## config.mk

```make
export PLATFORM = sky130hd
export DESIGN_NAME = viterbi_frame_ctrl
export DESIGN_NICKNAME = d
export VERILOG_FILES = /design/src/rtl/viterbi_pkg.sv /design/src/rtl/viterbi_wdog.sv /design/src/rtl/viterbi_frame_ctrl.sv
export SDC_FILE = /design/constraint.sdc
export NUM_CORES = 1
export LEC_CHECK = 0
export ABC_AREA = 1
export CAP_MARGIN = 20
export CORE_UTILIZATION = 41
export CTS_BUF_LIST = sky130_fd_sc_hd__clkbuf_16
export DETAILED_ROUTE_END_ITERATION = 8
export PLACE_DENSITY_LB_ADDON = 0.05
export SLEW_MARGIN = 20
export SYNTH_ARGS = -nofsm -noshare
export SYNTH_HDL_FRONTEND = slang
export SYNTH_SLANG_ARGS = --single-unit
```

## constraint.sdc

```tcl
create_clock -name clk -period 5 [get_ports clk]
set_input_delay 1 -clock clk [delete_from_list [all_inputs] [get_ports clk]]
set_output_delay 1 -clock clk [all_outputs]
set_load 0.03 [all_outputs]
```

## src/rtl/viterbi_pkg.sv

```systemverilog
// Shared types and default parameters for the Viterbi frame controller.
// The optional watchdog is enabled with VITERBI_FRAME_CTRL_WDOG_EN.
package viterbi_pkg;

   localparam int unsigned K_DEF     = 4;
   localparam int unsigned D_DEF     = 24;
   localparam int unsigned LEN_W_DEF = 12;

   typedef enum logic [2:0] {
      IDLE,
      CLR,
      DATA,
      TAIL,
      FLUSH,
      DRAIN
   } state_e;

endpackage

```

## src/rtl/viterbi_wdog.sv

```systemverilog
// DRAIN-phase watchdog for viterbi_frame_ctrl; built only with VITERBI_FRAME_CTRL_WDOG_EN.
// Raises expired when LIMIT cycles would pass with no kick while active.
`ifdef VITERBI_FRAME_CTRL_WDOG_EN
module viterbi_wdog #(
   parameter int unsigned LIMIT = 96
) (
   input  logic clk,
   input  logic rst,
   input  logic active,
   input  logic kick,
   output logic expired
);

   localparam int unsigned CNT_W = $clog2(LIMIT);
   // The owner registers its done/err response, so trip one cycle early.
   localparam logic [CNT_W-1:0] TRIP = CNT_W'(LIMIT - 2);

   logic [CNT_W-1:0] cnt_q, cnt_d;

   always_comb begin
      cnt_d = cnt_q;
      if (!active || kick) begin
         cnt_d = '0;
      end else if (cnt_q != TRIP) begin
         cnt_d = cnt_q + CNT_W'(1);
      end
      expired = active && !kick && (cnt_q == TRIP);
   end

   always_ff @(posedge clk or posedge rst) begin
      if (rst) begin
         cnt_q <= '0;
      end else begin
         cnt_q <= cnt_d;
      end
   end

endmodule
`endif

```

## src/rtl/viterbi_frame_ctrl.sv

```systemverilog
// Frame sequencer around a Viterbi decoder core: clear, data, tail, flush, drain.
// Define VITERBI_FRAME_CTRL_WDOG_EN to add the DRAIN-phase watchdog and err output.
module viterbi_frame_ctrl
   import viterbi_pkg::*;
#(
   parameter int unsigned K     = K_DEF,
   parameter int unsigned D     = D_DEF,
   parameter int unsigned LEN_W = LEN_W_DEF
) (
   input  logic             clk,
   input  logic             rst,
   input  logic             start,
   input  logic [LEN_W-1:0] frame_len,
   output logic             busy,
   output logic             done,
   output logic             err,
   input  logic             in_sym_valid,
   output logic             in_sym_ready,
   input  logic [1:0]       in_sym,
   output logic             core_rst,
   output logic             core_sym_valid,
   input  logic             core_sym_ready,
   output logic [1:0]       core_sym,
   output logic             core_force_state0,
   input  logic             dec_bit_valid,
   input  logic             dec_bit,
   output logic             out_valid,
   output logic             out_bit,
   output logic             out_last
);

   localparam logic [LEN_W-1:0] ONE       = LEN_W'(1);
   localparam logic [LEN_W-1:0] TAIL_LAST = LEN_W'(K - 2);
   localparam logic [LEN_W-1:0] FLSH_LAST = LEN_W'(D - 1);

   state_e           state_q, state_d;
   logic [LEN_W-1:0] len_q, len_d;
   logic [LEN_W-1:0] sym_cnt_q, sym_cnt_d;
   logic [LEN_W-1:0] bit_cnt_q, bit_cnt_d;
   logic             done_q, done_d;
   logic             out_valid_q, out_valid_d;
   logic             out_bit_q, out_bit_d;
   logic             out_last_q, out_last_d;
   logic             bits_complete;
   logic             wdog_trip;

`ifdef VITERBI_FRAME_CTRL_WDOG_EN
   logic err_q, err_d;

   viterbi_wdog #(
      .LIMIT (4 * D)
   ) u_wdog (
      .clk     (clk),
      .rst     (rst),
      .active  (state_q == DRAIN),
      .kick    (out_valid_q),
      .expired (wdog_trip)
   );

   assign err = err_q;
`else
   assign wdog_trip = 1'b0;
   assign err       = 1'b0;
`endif

   assign busy      = (state_q != IDLE);
   assign done      = done_q;
   assign core_rst  = rst || (state_q == CLR);
   assign out_valid = out_valid_q;
   assign out_bit   = out_bit_q;
   assign out_last  = out_last_q;

   always_comb begin
      state_d           = state_q;
      len_d             = len_q;
      sym_cnt_d         = sym_cnt_q;
      bit_cnt_d         = bit_cnt_q;
      done_d            = 1'b0;
      out_valid_d       = 1'b0;
      out_bit_d         = out_bit_q;
      out_last_d        = 1'b0;
      in_sym_ready      = 1'b0;
      core_sym_valid    = 1'b0;
      core_sym          = 2'b00;
      core_force_state0 = 1'b0;
      bits_complete     = (bit_cnt_q == len_q);
`ifdef VITERBI_FRAME_CTRL_WDOG_EN
      err_d             = err_q;
`endif

      case (state_q)
         IDLE: begin
            if (start) begin
`ifdef VITERBI_FRAME_CTRL_WDOG_EN
               err_d = 1'b0;
`endif
               if (frame_len != '0) begin
                  len_d   = frame_len;
                  state_d = CLR;
               end else begin
                  done_d = 1'b1;
               end
            end
         end
         CLR: begin
            sym_cnt_d = '0;
            bit_cnt_d = '0;
            state_d   = DATA;
         end
         DATA, TAIL: begin
            in_sym_ready      = core_sym_ready;
            core_sym_valid    = in_sym_valid;
            core_sym          = in_sym;
            core_force_state0 = (state_q == TAIL);
            if (in_sym_valid && core_sym_ready) begin
               if (state_q == DATA && sym_cnt_q == len_q - ONE) begin
                  sym_cnt_d = '0;
                  state_d   = TAIL;
               end else if (state_q == TAIL && sym_cnt_q == TAIL_LAST) begin
                  sym_cnt_d = '0;
                  state_d   = FLUSH;
               end else begin
                  sym_cnt_d = sym_cnt_q + ONE;
               end
            end
         end
         FLUSH: begin
            core_sym_valid    = 1'b1;
            core_force_state0 = 1'b1;
            if (core_sym_ready) begin
               if (sym_cnt_q == FLSH_LAST) begin
                  sym_cnt_d = '0;
                  // Every bit may already be out; skip DRAIN entirely then.
                  if (bits_complete) begin
                     done_d  = 1'b1;
                     state_d = IDLE;
                  end else begin
                     state_d = DRAIN;
                  end
               end else begin
                  sym_cnt_d = sym_cnt_q + ONE;
               end
            end
         end
         DRAIN: begin
            if (bits_complete) begin
               done_d  = 1'b1;
               state_d = IDLE;
            end else if (wdog_trip) begin
`ifdef VITERBI_FRAME_CTRL_WDOG_EN
               err_d = 1'b1;
`endif
               done_d  = 1'b1;
               state_d = IDLE;
            end
         end
         default: state_d = IDLE;
      endcase

      // Only the first frame_len decoded bits of a live frame reach the output.
      if ((state_q inside {DATA, TAIL, FLUSH, DRAIN}) && dec_bit_valid && (bit_cnt_q < len_q)) begin
         out_valid_d = 1'b1;
         out_bit_d   = dec_bit;
         out_last_d  = (bit_cnt_q == len_q - ONE);
         bit_cnt_d   = bit_cnt_q + ONE;
      end
   end

   always_ff @(posedge clk or posedge rst) begin
      if (rst) begin
         state_q     <= IDLE;
         len_q       <= '0;
         sym_cnt_q   <= '0;
         bit_cnt_q   <= '0;
         done_q      <= 1'b0;
         out_valid_q <= 1'b0;
         out_bit_q   <= 1'b0;
         out_last_q  <= 1'b0;
`ifdef VITERBI_FRAME_CTRL_WDOG_EN
         err_q       <= 1'b0;
`endif
      end else begin
         state_q     <= state_d;
         len_q       <= len_d;
         sym_cnt_q   <= sym_cnt_d;
         bit_cnt_q   <= bit_cnt_d;
         done_q      <= done_d;
         out_valid_q <= out_valid_d;
         out_bit_q   <= out_bit_d;
         out_last_q  <= out_last_d;
`ifdef VITERBI_FRAME_CTRL_WDOG_EN
         err_q       <= err_d;
`endif
      end
   end

endmodule
```

=== After elaboration in Yosys (flattened, before gate mapping) ===
Cells that the tools add are included.

* Output and inout port bits: 12
* Bits in registers: 43
* Word-level logic and storage cells: 75
* Input bits: 21

* Reductions and logical operators: 16
* Multiplexer cells: 30
* Add/subtract/negate cells: 3
* Eq/ne operators: 17
* Magnitude comparators: 1

{| class="wikitable"
|+ Operator list
! kind !! number
|-
| 2-to-1 mux 12 bit || 7
|-
| == test 12 bit || 3
|-
| case mux 12 bit (3 select lines) || 1
|-
| 2-to-1 mux 3 bit || 9
|-
| adder 12 x 1 -> 12 bit, second input constant || 2
|-
| case mux 3 bit (5 select lines) || 1
|-
| == test 12 x 2 -> 1 bit, second input constant || 1
|-
| == test 12 x 5 -> 1 bit, second input constant || 1
|-
| less-than comparator 12 bit || 1
|-
| inequality test 2 bit, second input constant || 6
|-
| nonzero test 12 bit || 1
|-
| subtractor 12 x 1 -> 12 bit, second input constant || 1
|-
| 2-to-1 mux 1 bit || 8
|-
| AND reduction 7 bit || 1
|-
| == test 3 x 2 -> 1 bit, second input constant || 2
|-
| == test 3 bit, second input constant || 2
|-
| AND reduction 3 bit || 2
|-
| nonzero test 3 bit || 2
|-
| logical AND 1 bit || 5
|-
| case mux 1 bit (2 select lines) || 2
|-
| nonzero test 4 bit || 1
|-
| == test 3 x 1 -> 1 bit, second input constant || 1
|-
| zero test 3 bit || 1
|-
| inequality test 3 bit, second input constant || 1
|-
| 5 further kinds || 5
|}

=== Depth between registers and ports, before layout ===
Gate-level depths: netlist of the first run.

* Depth after elaboration: 6
* Mapped depth: 18
* Depth with buffers taken out: 17

=== Least setup slack after synthesis of the first run ===
Ideal clock, no wire load.

* Path kind: input to output
* From: input port rst
* To: output port core_rst
* Path buffers: 0
* Arrival time: 2,366 ps
* Stages on the path: 2
* Slack: 1,634 ps
* Data required time: 4,000 ps
* Cells stage by stage: inv_1 -> nand2_1

* Longest elaborated chain between the ends: 1

{| class="wikitable"
|+ RTL lines
! element !! line !! RTL
|-
| from (decl) || viterbi_frame_ctrl.sv:11 || <nowiki>input logic rst,</nowiki>
|-
| logical OR 1 bit || viterbi_frame_ctrl.sv:68 || <nowiki>assign core_rst = rst || (state_q == CLR);</nowiki>
|-
| to (decl) || viterbi_frame_ctrl.sv:20 || <nowiki>output logic core_rst,</nowiki>
|}

Every way passes these cells.

=== Final worst setup path of the first run ===
* From: input port core_sym_ready
* To: output port in_sym_ready

* Longest elaborated chain between the ends: 1

{| class="wikitable"
|+ RTL lines
! element !! line !! RTL
|-
| from (decl) || viterbi_frame_ctrl.sv:22 || <nowiki>input logic core_sym_ready,</nowiki>
|-
| 2-to-1 mux 1 bit || viterbi_frame_ctrl.sv:91 || <nowiki>case (state_q)</nowiki>
|-
| to (decl) || viterbi_frame_ctrl.sv:18 || <nowiki>output logic in_sym_ready,</nowiki>
|}

Every way passes these cells.

==> results of run 1 <==
## flip-flops by register name, indices dropped and copies added (netlist names)
name and cells:
out_valid 1, state_q 3, len_q 12, done 1, bit_cnt_q 12, out_last 1, sym_cnt_q 12, out_bit 1
## worst max-delay path: stages
cell	delay [ns]
sky130_fd_sc_hd__clkdlybuf4s50_1	0.47
sky130_fd_sc_hd__inv_1	0.05
sky130_fd_sc_hd__nor2_1	0.09
sky130_fd_sc_hd__clkdlybuf4s50_1	0.68
## per-stage QoR
stage               power [mW]  instances  worst slack, ns  hold WS [ns]
floorplan                 1.19        522             1.63         0.486
global placement          1.45        651             1.71         0.467
detailed placement        1.46        651             1.70         0.475
CTS                       1.85        659             1.70         0.496
global route              2.02        660             1.67         0.516
finish                    1.85        660             1.70         0.493
## power groups by stage
stage	clock network (mW)	logic [mW]	registers, mW
2_1_floorplan	0	0.675	0.518
3_3_place_gp	0	0.919	0.531
3_5_place_dp	0	0.927	0.532
4_1_cts	0.395	0.931	0.525
5_1_grt	0.412	1.07	0.537
6_report	0.392	0.937	0.524
## cells in the mapped netlist, drive strengths merged (2+ instances only)
library cell  number
nor4               6
nand3             57
clkbuf             2
nand3b             2
dfrtp             43
nor2              67
nand4             10
inv               65
ha                16
nor3              13
and3               2
buf                3
a21oi             30
o22ai              5
nand2            164
o21ai             18
xor2              12
## logic make-up after synthesis
family	count (synthesis)	share of synthesized area [%]
and+or+nand+nor	321	41.9
DFF	43	31.5
AOI/OAI and AO/OA	58	9.35
xor gates and xnor gates	12	3.08
other	1	0.110
buffers and inverters	71	8.18
adders and majority gates	16	5.87
## metal layers
metal  track usage, %  part of all wire (%)
met5                0                     0
met4             6.92                   1.4
met3             3.01                   3.7
met2             40.8                    46
met1             34.3                    49
## worst max-delay path by stage
stage	to	from
2_1_floorplan	core_rst	rst
5_1_grt	in_sym_ready	core_sym_ready
4_1_cts	in_sym_ready	core_sym_ready
3_3_place_gp	in_sym_ready	core_sym_ready
3_5_place_dp	in_sym_ready	core_sym_ready
6_report	in_sym_ready	core_sym_ready
## placed cells by master, fill, tap and decap left out, drive strengths merged
| cell | n |
|---|---|
| nor2 | 67 |
| o31ai | 1 |
| a221oi | 1 |
| nand3 | 57 |
| clkbuf | 5 |
| nor3 | 13 |
| conb | 1 |
| nor4 | 6 |
| ha | 16 |
| dfrtp | 43 |
| o211ai | 1 |
| buf | 2 |
| clkdlybuf4s50 | 31 |
| nand2 | 164 |
| nand4 | 10 |
| a21oi | 30 |
| o22ai | 5 |
| o21ai | 18 |
| xor2 | 12 |
| a211oi | 1 |
| o32ai | 1 |
| inv | 66 |
| bufinv | 1 |
| nand3b | 2 |
| clkinv | 2 |
| and3 | 2 |
## cell type report
type                       count  share of cell area (%)
inverter                      66                    6.19
sequential                    43                    26.9
multi-input combinational    408                    51.4
clock inverter                 3                    1.06
timing repair buffer          33                    8.13
clock buffer                   5                    3.13
tap                          102                    3.19
==> impl_metrics.json, run 1 <==
{
  "r2r_cells": 17,
  "p_comb_share_pct": 50.5,
  "cts.sink_count": 43,
  "drive_gt1_share_pct": 6.45,
  "worst_skew_pair.late_latency_ns": 0.29,
  "timing.hold.worst.start": "out_bit",
  "report.final.setup_viol": 0,
  "clock-root-buffer": "sky130_fd_sc_hd__clkbuf_16",
  "p_switching_uw": 894,
  "number_of_buffer_cells_added_on_primary_ports": 31,
  "combined_area_of_the_multi_input_logic_cells_um2": 2060,
  "worst_setup_path_end_kind": "output port",
  "post-route-min-period_ns": 3.30,
  "initial_core_util_pct": 43.2,
  "area_of_the_core_um2": 7890,
  "async_reset_ff_share_pct": 100,
  "cts.path.max_buffers": 2,
  "cts_max_level": 2,
  "path_clk_slew_ns": 0.07,
  "die_height_um": 93.2,
  "postSynthRegisterBits": 43,
  "i_o_pins": 33,
  "mappedNetlistNets": 559,
  "cts_repair_resize_count": 0,
  "cts_inserted_buffers": 5,
  "post-synth-top-area-cell": "sky130_fd_sc_hd__dfrtp_1",
  "switching_power_as_a_share_of_total_power_pct": 48.2,
  "grt_setup_unrepaired": "false",
  "fin_util_pct": 50.7,
  "post_dp_cell_area_um2": 3820,
  "setup_total_negative_slack_ns": 0,
  "intPower_uw": 960,
  "outcome": "finished, final reports clean",
  "final_area_um2": 4000,
  "cellLeakagePower_nw": 1.93,
  "finalWeightedCongestion": 0.921,
  "powerDensity_nw_per_um2": 463,
  "worst-r2r-setup-slack_ns": 2.43,
  "antenna_violations_before_repair": 0,
  "sequential_cell_area_um2": 1080,
  "synth_enable_flop_cells": 0,
  "synthTopCellsByArea": "sky130_fd_sc_hd__dfrtp_1 32%, sky130_fd_sc_hd__nand2_1 17%, sky130_fd_sc_hd__nand3_1 7.8%",
  "die_area_um2": 8690,
  "unique_cell_type_count_in_the_yosys_netlist": 33,
  "drt_first_iter_violations": 212,
  "timing.clock.skew_ns": 0.00534,
  "worstHoldPathType": "reg -> reg",
  "routedWlPerCell_um": 14.6,
  "ys.warnings.count": 0,
  "power_frac_seq_pct": 28.3,
  "post-route-drc-count": 0,
  "grt.total_usage_pct": 24.8,
  "synth_sequential_area_ratio_pct": 31.5,
  "max_slew.worst_pin.slew_ns": 0.834,
  "wirelength_um": 9620,
  "worst_case_headroom_to_the_max_slew_limit_pct": 44.2,
  "largest_net_degree_at_the_start_of_global_routing": 44,
  "first_global_vias": 3430,
  "area_growth_from_synthesis_to_layout_pct": 17.3,
  "core.rowCount": 32,
  "r2r-end": "sym_cnt_q[5]",
  "fp.dieW_um": 93.2,
  "report.final.slew_viol_count": 0,
  "detail_route.first_pass.iterations": 4,
  "reg2reg_from": "len_q[0]",
  "syn-mean-instance-area_um2": 6.53,
  "required_time_at_the_worst_slack_endpoint_ns": 4.00,
  "post-cts-setup-buffers": 0,
  "synth_largest_type_area_fraction_pct": 31.5,
  "final_hold_viol_count": 0,
  "post-dp-hpwl_um": 7570,
  "synth-main-ff-cell": "sky130_fd_sc_hd__dfrtp_1",
  "wire_length_of_the_first_global_routing_pass_um": 16700,
  "vias_per_instance": 5.24,
  "grt_overflow": 0,
  "period_share_pct": 66.0,
  "path_class": "in -> out",
  "cts_hold_buf": 0,
  "max_cap_viol_count": 0,
  "antenna-diode-count": 0,
  "netlist_instances": 522,
  "timing.critical_path.from_type": "input pin",
  "mappedNetlistArea_um2": 3410,
  "final_net_count": 594,
  "power.ir.vdd_worst_uv": 293,
  "dr_total_vias": 3458,
  "critPathMaxFanout": 2,
  "worstHoldEndpoint": "out_bit",
  "tritoncts": "done",
  "clkPwrFrac_pct": 21.2,
  "critical_path_arrival_ns": 2.30,
  "antenna_violating_nets_post_route": 0,
  "fill_cells": 843,
  "whs_path_depth": 2,
  "max_freq_ghz": 0.303
}
Power figures use the tool's default switching activity.
==> run 2, diff against run 1 <==
- clock period: 5 -> 3.2 ns (I/O delays scaled with it)
==> run 2 against run 1 <==
  * Register-to-register slack got worse by 1.8 ns
  * Sequential cell count is the same
  * Clock power up 54%
  * Hold slack worse by 0.0094 ns
  * Final area grew 0.19%
  * Sequential power rose by 56%
  * First-iteration DRC count is 3.8% higher
  * Via count is 1.3% higher
  * Critical path depth rose by 2
  * Critical path type is now reg -> out
  * Critical endpoint is now core_sym_valid
  * Highest routed layer unchanged
==> impl_metrics.json, run 2 (synthesis results as in run 1) <==
{
  "outcome": "finished, final reports clean",
  "fin_hold_ws_ns": 0.484,
  "report.final.slew_viol_count": 0,
  "r2r-end": "sym_cnt_q[5]",
  "max_cap_viol_count": 0,
  "largest_net_degree_at_the_start_of_global_routing": 44,
  "number_of_buffer_cells_added_on_primary_ports": 31,
  "power.ir.vdd_worst_uv": 369,
  "setup_total_negative_slack_ns": 0,
  "post-route-min-period_ns": 2.83,
  "r2r_cells": 17,
  "drive_gt1_share_pct": 6.62,
  "report.final.setup_viol": 0,
  "die_area_um2": 8690,
  "required_time_at_the_worst_slack_endpoint_ns": 2.56,
  "die_height_um": 93.2,
  "layoutNonFillerInstCount": 661,
  "drt_first_iter_violations": 220,
  "timing.clock.skew_ns": 0.00417,
  "dr_total_vias": 3504,
  "grt_overflow": 0,
  "vias_per_instance": 5.30,
  "fp.dieW_um": 93.2,
  "worst_skew_pair.late_latency_ns": 0.29,
  "final_hold_viol_count": 0,
  "critPathMaxFanout": 8,
  "max_freq_ghz": 0.353,
  "timing.hold.worst.start": "out_bit",
  "worst-r2r-setup-slack_ns": 0.64,
  "cellLeakagePower_nw": 1.94,
  "cts.path.max_buffers": 2,
  "final_net_count": 595,
  "total_power_mw": 2.91,
  "post-cts-setup-buffers": 0,
  "antenna-diode-count": 0,
  "antenna_violating_nets_post_route": 0,
  "whs_path_depth": 2,
  "path_class": "reg -> out",
  "reg2reg_from": "len_q[0]",
  "first_global_vias": 3443,
  "wirelength_um": 9710,
  "most_common_library_cell_in_the_layout_ignoring_fill_and_taps": "sky130_fd_sc_hd__nand2_1",
  "i_o_pins": 33,
  "antenna_violations_before_repair": 0,
  "worstHoldPathType": "reg -> reg",
  "cts_max_level": 2,
  "reg_top3": "bit_cnt_q: 12 flops, len_q: 12 flops, sym_cnt_q: 12 flops",
  "area_of_the_core_um2": 7890,
  "grt.total_usage_pct": 24.1,
  "cts.sink_count": 43,
  "detail_route.first_pass.iterations": 4,
  "final_cell_mix": "155 x sky130_fd_sc_hd__nand2_1, 61 x sky130_fd_sc_hd__nor2_1, 59 x sky130_fd_sc_hd__inv_1",
  "path_clk_slew_ns": 0.07,
  "powerDensity_nw_per_um2": 725,
  "post_dp_cell_area_um2": 3830,
  "grt_setup_unrepaired": "false",
  "clock-root-buffer": "sky130_fd_sc_hd__clkbuf_16",
  "finalWeightedCongestion": 0.910,
  "setup_ws_ns": 0.368,
  "critical_path_arrival_ns": 2.19,
  "routedWlPerCell_um": 14.7,
  "cts_repair_resize_count": 0,
  "timing.critical_path.from_type": "flip-flop",
  "final_area_um2": 4010,
  "area_growth_from_synthesis_to_layout_pct": 17.5,
  "worst_setup_path_end_kind": "output port",
  "pre_cts_setup_slack_ns": 0.516,
  "tritoncts": "done",
  "worstHoldEndpoint": "out_bit",
  "worst_case_headroom_to_the_max_slew_limit_pct": 58.2,
  "initial_core_util_pct": 43.2,
  "post-route-drc-count": 0,
  "fin_util_pct": 50.8,
  "cts_hold_buf": 0,
  "period_share_pct": 88.5,
  "core.rowCount": 32,
  "max_slew.worst_pin.slew_ns": 0.620,
  "post-dp-hpwl_um": 7670,
  "place.detailed.instances": 652,
  "cts_inserted_buffers": 5,
  "wire_length_of_the_first_global_routing_pass_um": 16300
}
-- run 2: changes by cell type in the layout (fill, tap and decap cells not counted), sizes merged --
| cell | delta |
|---|---|
| clkbuf | +1 |
-- run 2: worst max-delay path: stages, from the launching register on --
cell                              delay (ns)
sky130_fd_sc_hd__dfrtp_1                0.47
sky130_fd_sc_hd__nor2_1                 0.19
sky130_fd_sc_hd__nand2_1                0.14
sky130_fd_sc_hd__nand2_1                0.17
sky130_fd_sc_hd__inv_2                  0.13
sky130_fd_sc_hd__nor2_1                 0.13
sky130_fd_sc_hd__clkdlybuf4s50_1        0.68
-- run 2: routing by layer --
layer | wire (µm) | vias to the layer above | track usage [%] | share of wire (%)
met1 | 4740 | 1634 | 33.0 | 49
li1 | - | 1780 | - | -
met4 | 203 | 0 | 7.56 | 2.1
met2 | 4350 | 73 | 39.6 | 45
met5 | 0 | - | 0 | 0
met3 | 425 | 17 | 2.68 | 4.4
-- run 2: cell type report --
class,count,area [µm²]
repair buffers,34,333
clock buffers,5,125
multi-input cells,408,2060
fillers,790,3880
flip-flops and latches,43,1080
clock inverters,3,42.5
well taps,102,128
inverters,66,248
-- run 2: how the worst max path moves through the flow --
stage | from | end | slack, ns | cells after the start
5_1_grt | state_q[2] | core_sym_valid | 0.30 | 6
2_1_floorplan | rst | core_rst | 0.55 | 2
4_1_cts | state_q[0] | core_sym_valid | 0.39 | 6
3_5_place_dp | in_sym_valid | sym_cnt_q[7] | 0.52 | 7
6_report | state_q[0] | core_sym_valid | 0.37 | 6
3_3_place_gp | in_sym_valid | sym_cnt_q[7] | 0.52 | 7
-- run 2: power by group --
part | internal, mW | switching, mW
registers | 0.666 | 0.153
clock network | 0.369 | 0.234
logic | 0.469 | 1.02
total | 1.50 | 1.40
==> run 3, diff against run 2 <==
- SKIP_LAST_GASP: not set -> 1
==> results of run 3 <==
Final layout, timing and power as in run 2 (identical DEF).
